## config.mk

```make
export PLATFORM = sky130hd
export DESIGN_NAME = skid_register
export DESIGN_NICKNAME = d
export VERILOG_FILES = /design/src/rtl/skid_register.sv
export SDC_FILE = /design/constraint.sdc
export NUM_CORES = 1
export LEC_CHECK = 0
export CAP_MARGIN = 20
export CORE_ASPECT_RATIO = 1.5
export CORE_UTILIZATION = 41
export DETAILED_ROUTE_END_ITERATION = 6
export PLACE_DENSITY = 0.67
export SKIP_LAST_GASP = 1
export SYNTH_ARGS = -nofsm -noshare
export SYNTH_HDL_FRONTEND = slang
export SYNTH_SLANG_ARGS = --single-unit
```

## constraint.sdc

```tcl
create_clock -name Clk -period 3.9 [get_ports Clk]
set_input_delay 1.17 -clock Clk [delete_from_list [all_inputs] [get_ports Clk]]
set_output_delay 1.17 -clock Clk [all_outputs]
set_load 0.03 [all_outputs]
```

## src/rtl/skid_register.sv

```systemverilog
// Two-entry elastic pipeline register: an output register plus one skid word, so a
// downstream stall never loses or duplicates data and the ready path stays registered.
module skid_register #(
  parameter int WIDTH = 32
) (
  input  logic             Clk,
  input  logic             Rst,
  input  logic             Flush,
  input  logic [WIDTH-1:0] Entrada,
  input  logic             EntradaValida,
  output logic             EntradaPronta,
  output logic [WIDTH-1:0] Saida,
  output logic             SaidaValida,
  input  logic             SaidaPronta,
  output logic [1:0]       Ocupacao
);

  // Encoding equals the number of held words, so occupancy is the state itself.
  typedef enum logic [1:0] {
    VAZIO = 2'd0,
    UM    = 2'd1,
    CHEIO = 2'd2
  } state_e;

  state_e           state_q, state_d;
  logic [WIDTH-1:0] saida_q, saida_d;
  logic [WIDTH-1:0] skid_q, skid_d;
  logic             accept, take;

  assign SaidaValida   = (state_q != VAZIO);
  assign EntradaPronta = (state_q != CHEIO);
  assign Saida         = saida_q;
  assign Ocupacao      = state_q;

  assign accept = EntradaValida & EntradaPronta;
  assign take   = SaidaValida & SaidaPronta;

  always_comb begin
    // NOTE: every next-state value gets its hold default first, so no path infers a latch.
    state_d = state_q;
    saida_d = saida_q;
    skid_d  = skid_q;

    unique case (state_q)
      VAZIO: begin
        if (accept) begin
          state_d = UM;
          saida_d = Entrada;
        end
      end
      UM: begin
        if (accept && take) begin
          saida_d = Entrada;
        end else if (accept) begin
          state_d = CHEIO;
          skid_d  = Entrada;
        end else if (take) begin
          state_d = VAZIO;
        end
      end
      CHEIO: begin
        if (take) begin
          state_d = UM;
          saida_d = skid_q;
        end
      end
      default: state_d = VAZIO;
    endcase

    // Flush wins over any same-cycle accept or take; the data registers keep their values.
    if (Flush) begin
      state_d = VAZIO;
      saida_d = saida_q;
      skid_d  = skid_q;
    end
  end

  // NOTE: both data registers are reset too, because Saida must read 0 out of reset.
  always_ff @(posedge Clk or posedge Rst) begin
    if (Rst) begin
      state_q <= VAZIO;
      saida_q <= '0;
      skid_q  <= '0;
    end else begin
      // NOTE: state uses non-blocking assignments so all registers update from pre-edge values.
      state_q <= state_d;
      saida_q <= saida_d;
      skid_q  <= skid_d;
    end
  end

endmodule

```

==> results of run 1 <==
[path summary, 6_finish.rpt]
| check | end | slack (ns) | depth (start not counted) |
|---|---|---|---|
| max in group asynchronous | Saida[18] | 1.83 | 3 |
| min in group asynchronous | Saida[12] | 1.32 | 2 |
| max reg2reg | Saida[18] | 1.95 | 4 |
| min | Saida[19] | 0.49 | 1 |
| max | SaidaValida | 1.03 | 2 |
| min reg2reg | Saida[19] | 0.49 | 1 |
[power by group through the flow]
stage                     combinational, W  sequential, W  clock [W]
after floorplan                   0.000270        0.00108          0
after global placement            0.000623       0.000952          0
after detailed placement          0.000631       0.000957          0
after CTS                         0.000634       0.000950   0.000802
after global routing              0.000672       0.000971   0.000832
final                             0.000627       0.000947   0.000773
[cell families after synthesis]
kind of cell,share of synthesized area [%]
AND/OR/NAND/NOR,2.47
buffers and inverters,4.00
flip-flops,51.8
multiplexers,40.5
AO/OA/AOI/OAI,1.18
[through the flow]
step	util, %	instance area [um^2]	total power [W]
2_1_floorplan	-	3190	0.00135
3_3_place_gp	52.6	3980	0.00158
3_5_place_dp	52.6	3980	0.00159
4_1_cts	56.4	4260	0.00239
5_1_grt	56.4	4260	0.00247
6_report	56.4	4260	0.00235
[layer usage]
layer	routed length, um	GRT usage [%]
met3	267	4.73
met5	0	0
met1	2390	19.7
met2	2970	25.8
met4	90	7.83
[layout make-up]
cell class | instances | area (um^2)
multi-input combinational | 111 | 1410
sequential | 66 | 1650
clock buffer | 12 | 246
inverter | 1 | 3.75
fill | 655 | 3300
clock inverter | 3 | 40.0
tap | 102 | 128
timing repair buffer | 77 | 783
[synth_stat cells]
cell type,count,area share [%]
dfrtp_1,66,52
mux2_4,56,26
mux2_2,38,13
buf_6,7,2.5
buf_8,3,1.4
mux2_1,2,0.71
nand2_1,2,0.24
or2_2,2,0.39
a21oi_1,1,0.16
a21oi_4,1,0.51
inv_1,1,0.12
nand2b_1,1,0.20
nand2b_2,1,0.27
nand3b_1,1,0.24
nor2_1,1,0.12
nor2b_2,1,0.27
nor3_1,1,0.16
nor3b_4,1,0.59
o21a_1,1,0.24
o22a_1,1,0.27
[flip-flops by register name, summed over array words and instances, names as in the netlist]
name	flops
Saida	32
skid_q	32
Ocupacao	2
[layout by cell type (no fill, tap or decap), types with 3 or more instances in the layout]
cell,Yosys,final
dfrtp_1,66,66
mux2_4,56,56
clkbuf_16,0,9
mux2_2,38,38
buf_4,0,3
clkdlybuf4s50_1,0,72
==> impl_metrics.yaml, run 1 <==
worst_setup_path:
  setup.worst_path.end_class: "output pin"
  crit_path_top_delay_cell: "clkdlybuf4s50_1"
  cpLargestDelayFamily: "buffers and inverters"
  crit_fanout: 7
  required_ns: 2.73
  r2r_start: "Ocupacao[0]"
  startpoint: "Ocupacao[1]"
  cp_num_buf_inv: 1
  path_cells: "or2_2 -> clkdlybuf4s50_1"
  crit_type: "flip-flop to output pin"
  cp-start-kind: "flip-flop"
  slowest_delay_ns: 0.59
  worstPathArrival_ns: 1.70
final_layout:
  instances_no_fill: 372
  layout-drive-gt1-share_pct: 44.4
  diodes: 0
  syn_to_final_growth_pct: 33.8
  nNetsFinal: 303
grt:
  overflow: 0
  grt_usage_pct: 16.1
  grt_pass1_vias: 1917
  antenna_found_initial: 0
  grt_max_degree: 40
  grt_pass1_wl_mm: 9.52
sta:
  setup_slack_ns: 1.03
  hold_violations: 0
  period_needed_ns: 2.87
  tns_ns: 0
  clock_skew_ns: 0.00523
  hold_ws_ns: 0.486
  fmax_mhz: 348
  worstMarginPinSlew_ns: 0.811
  slew_viol_final: 0
  setup_viol: 0
  period_share_pct: 73.6
  slew_headroom_pct: 45.9
  rsz0062_at_grt: "false"
clock_network:
  clock_latency_ns: 0.32
  cts_hold_buffers: 0
  cts_resized: 0
  cts_tree: "built"
  cts.sinks: 66
  clkTransAtPathRegs_ns: 0.05
  htreeDepth: 3
  clock_path_buffers: 2
  cts_setup_buffers: 0
  numCtsBuffers: 9
  cts_root_buf: "clkbuf_16"
die:
  fp.coreArea_mm2: 0.00756
  die_h_um: 110
  num_rows: 39
  initial_core_util_pct: 42.1
  die-area_mm2: 0.00814
  die_x_um: 74.0
  pin_count: 73
place:
  dp_hpwl_mm: 3.69
  place_ws_ns: 0.912
  place_congestion: 0.710
  port_buffers: 72
  dp.cells: 357
detailed_routing:
  drt-pass1-iter-count: 6
  wirelength_mm: 5.72
  initialDrtViolationCount: 48
  routedWlPerCell_um: 15.4
  routed-via-count: 1797
  drc: 0
  antenna_left: 0
  via_per_inst: 4.83
synthesis:
  synth_nets: 225
  ys_warn_count: 0
  ys_ff_latch: 66
  netlist_area_mm2: 0.00319
  ys_seq_area_share_pct: 51.8
  netlist_instances: 188
  syn_avg_cell_area_um2: 17.0
  netlist-cell-type-count: 20
pwr:
  intPower_w: 0.00172
  p_sw_share_pct: 26.7
  power_frac_comb_pct: 26.7
  p_switching_w: 0.000627
  p_clk_share_pct: 32.9
  power_leakage_nw: 1.93
  power_frac_seq_pct: 40.4
  ir_worst_vdd_uv: 377
  cellPowerDensity_mw_per_mm2: 550
hold_path:
  hold_class: "flip-flop to flip-flop"
  hp-start: "Saida[19]"
run:
  drv_cap: 0
status:
  status: "finished, final reports clean"
No activity file was read; power rests on OpenSTA's default activity.
==> run 2, diff against run 1 <==
--- a/config.mk
+++ b/config.mk
@@ -9,7 +9,7 @@
 export CORE_ASPECT_RATIO = 1.5
 export CORE_UTILIZATION = 41
 export DETAILED_ROUTE_END_ITERATION = 6
-export PLACE_DENSITY = 0.67
+export PLACE_DENSITY = 0.7
 export SKIP_LAST_GASP = 1
 export SYNTH_ARGS = -nofsm -noshare
 export SYNTH_HDL_FRONTEND = slang
==> constraint.sdc (replaced) <==
create_clock -name Clk -period 2.5 [get_ports Clk]
set_input_delay 0.75 -clock Clk [delete_from_list [all_inputs] [get_ports Clk]]
set_output_delay 0.75 -clock Clk [all_outputs]
set_load 0.03 [all_outputs]
==> run 2 against run 1 <==
Compared with the run above: wire length shrank 3.0%; largest cell class unchanged; via count shrank 1.9%; final cell count grew 1.3%; register-to-register slack lost 1.4 ns; hold slack gained 0.016 ns; critical path depth shrank 1; utilization grew 1.0 points; non-clock buffer count grew 4.
==> impl_metrics.yaml, run 2 (synthesized netlist as in run 1, its figures left out) <==
final_layout:
  multiInputGateArea_mm2: 0.00141
  diodes: 0
  final_util_pct: 57.4
  syn_to_final_growth_pct: 36.2
  nNetsFinal: 307
  register_area_mm2: 0.00165
  layout_commonest_cell: "clkdlybuf4s50_1"
  mostFrequentLayoutCells: "clkdlybuf4s50_1 (70), dfrtp_1 (66), mux2_4 (56)"
  nFillCells: 650
  layout-drive-gt1-share_pct: 46.2
worst_setup_path:
  cp_num_buf_inv: 1
  worstPathArrival_ns: 1.53
  path_cells: "clkdlybuf4s50_1"
  cp-start-kind: "flip-flop"
  setup.worst_path.end_class: "output pin"
  slowest_delay_ns: 0.73
  crit_fanout: 7
  crit_path_top_delay_cell: "clkdlybuf4s50_1"
  crit_type: "flip-flop to output pin"
  required_ns: 1.75
  cpLargestDelayFamily: "buffers and inverters"
clock_network:
  clock_path_buffers: 2
  htreeDepth: 3
  cts.sinks: 66
  cts_setup_buffers: 0
  clkTransAtPathRegs_ns: 0.05
  cts_root_buf: "clkbuf_16"
  cts_tree: "built"
  clock_latency_ns: 0.32
  numCtsBuffers: 9
grt:
  grt_pass1_wl_mm: 9.08
  antenna_found_initial: 0
  overflow: 0
  grt_max_degree: 67
  grt_pass1_vias: 1872
  grt_usage_pct: 15.3
die:
  die_h_um: 110
  num_rows: 39
  die-area_mm2: 0.00814
  initial_core_util_pct: 42.1
  fp.coreArea_mm2: 0.00756
  pin_count: 73
  die_x_um: 74.0
detailed_routing:
  initialDrtViolationCount: 90
  drc: 0
  routedWlPerCell_um: 14.7
  routed-via-count: 1762
  via_per_inst: 4.67
  drt-pass1-iter-count: 4
  wirelength_mm: 5.55
  antenna_left: 0
pwr:
  intPower_w: 0.00279
  ir_worst_vdd_uv: 495
  p_switching_w: 0.000985
  p_clk_share_pct: 34.9
  power_w: 0.00378
  power_frac_seq_pct: 39.0
  power_leakage_nw: 1.98
  power_frac_comb_pct: 26.0
  cellPowerDensity_mw_per_mm2: 870
  p_sw_share_pct: 26.1
status:
  status: "finished, final reports clean"
sta:
  fmax_mhz: 439
  rsz0062_at_grt: "false"
  hold_ws_ns: 0.502
  setup_viol: 0
  hold_violations: 0
  slew_headroom_pct: 71.9
  clock_skew_ns: 0.00391
  setup_slack_ns: 0.221
  period_needed_ns: 2.28
  tns_ns: 0
  worstMarginPinSlew_ns: 0.421
  slew_viol_final: 0
  period_share_pct: 91.2
place:
  dp_hpwl_mm: 3.78
  place_congestion: 0.760
  place_ws_ns: 0.0830
  port_buffers: 72
hold_path:
  hold_class: "flip-flop to flip-flop"
run:
  drv_cap: 0
[run 2: cell count changes in the layout (fill, tap and decap cells not counted), sizes merged]
cell,delta
clkdlybuf4s50,-2
clkinvlp,+1
dlymetal6s2s,+1
bufinv,+1
buf,+5
clkbuf,-1
[run 2: area by class of cell]
class / instances / area share [%]
flip-flops and latches: 66 / 38.1
multi-input cells: 111 / 32.5
repair buffers: 81 / 19.0
clock buffers: 11 / 5.59
well taps: 102 / 2.94
clock inverters: 5 / 1.79
inverters: 1 / 0.0865
[run 2: path summary, 6_finish.rpt]
kind                                   from          end  slack [ns]  cells past startpoint
worst max-delay path            Ocupacao[1]  Ocupacao[1]        0.22                      1
worst max register to register  Ocupacao[0]    Saida[31]        0.58                      4
worst min register to register    skid_q[5]    skid_q[5]        0.50                      1
min in group asynchronous               Rst     Saida[8]        0.82                      3
worst min-delay path              skid_q[5]    skid_q[5]        0.50                      1
max in group asynchronous               Rst    Saida[20]        1.40                      3
[run 2: power by group through the flow]
| stage | Combinational (W) | Sequential [W] | Clock [W] |
|---|---|---|---|
| after detailed placement | 0.000996 | 0.00149 | 0 |
| after global routing | 0.00105 | 0.00151 | 0.00141 |
| final | 0.000983 | 0.00147 | 0.00132 |
| after floorplan | 0.000422 | 0.00168 | 0 |
| after CTS | 0.000998 | 0.00148 | 0.00136 |
| after global placement | 0.000977 | 0.00148 | 0 |
[run 2: stage by stage]
stage | cells | area, um^2
CTS | 377 | 4340
floorplan | 188 | 3190
global route | 377 | 4340
detailed placement | 361 | 4020
finish | 377 | 4340
global placement | 361 | 4020
[run 2: what timing repair did]
action                                  in CTS  in global routing
endpoints found under the setup margin       0                  1
hold buffers                                 0                  0
resized for setup                            0                  1
[run 2: layer usage]
metal / share of wire [%] / global-route usage (%) / wire length (um) / vias up
met2: 51 / 24.9 / 2840 / 44
li1: - / - / - / 836
met4: 1.7 / 8.65 / 96 / 0
met5: 0 / 0 / 0 / -
met3: 4.4 / 3.09 / 245 / 8
met1: 43 / 18.7 / 2360 / 874
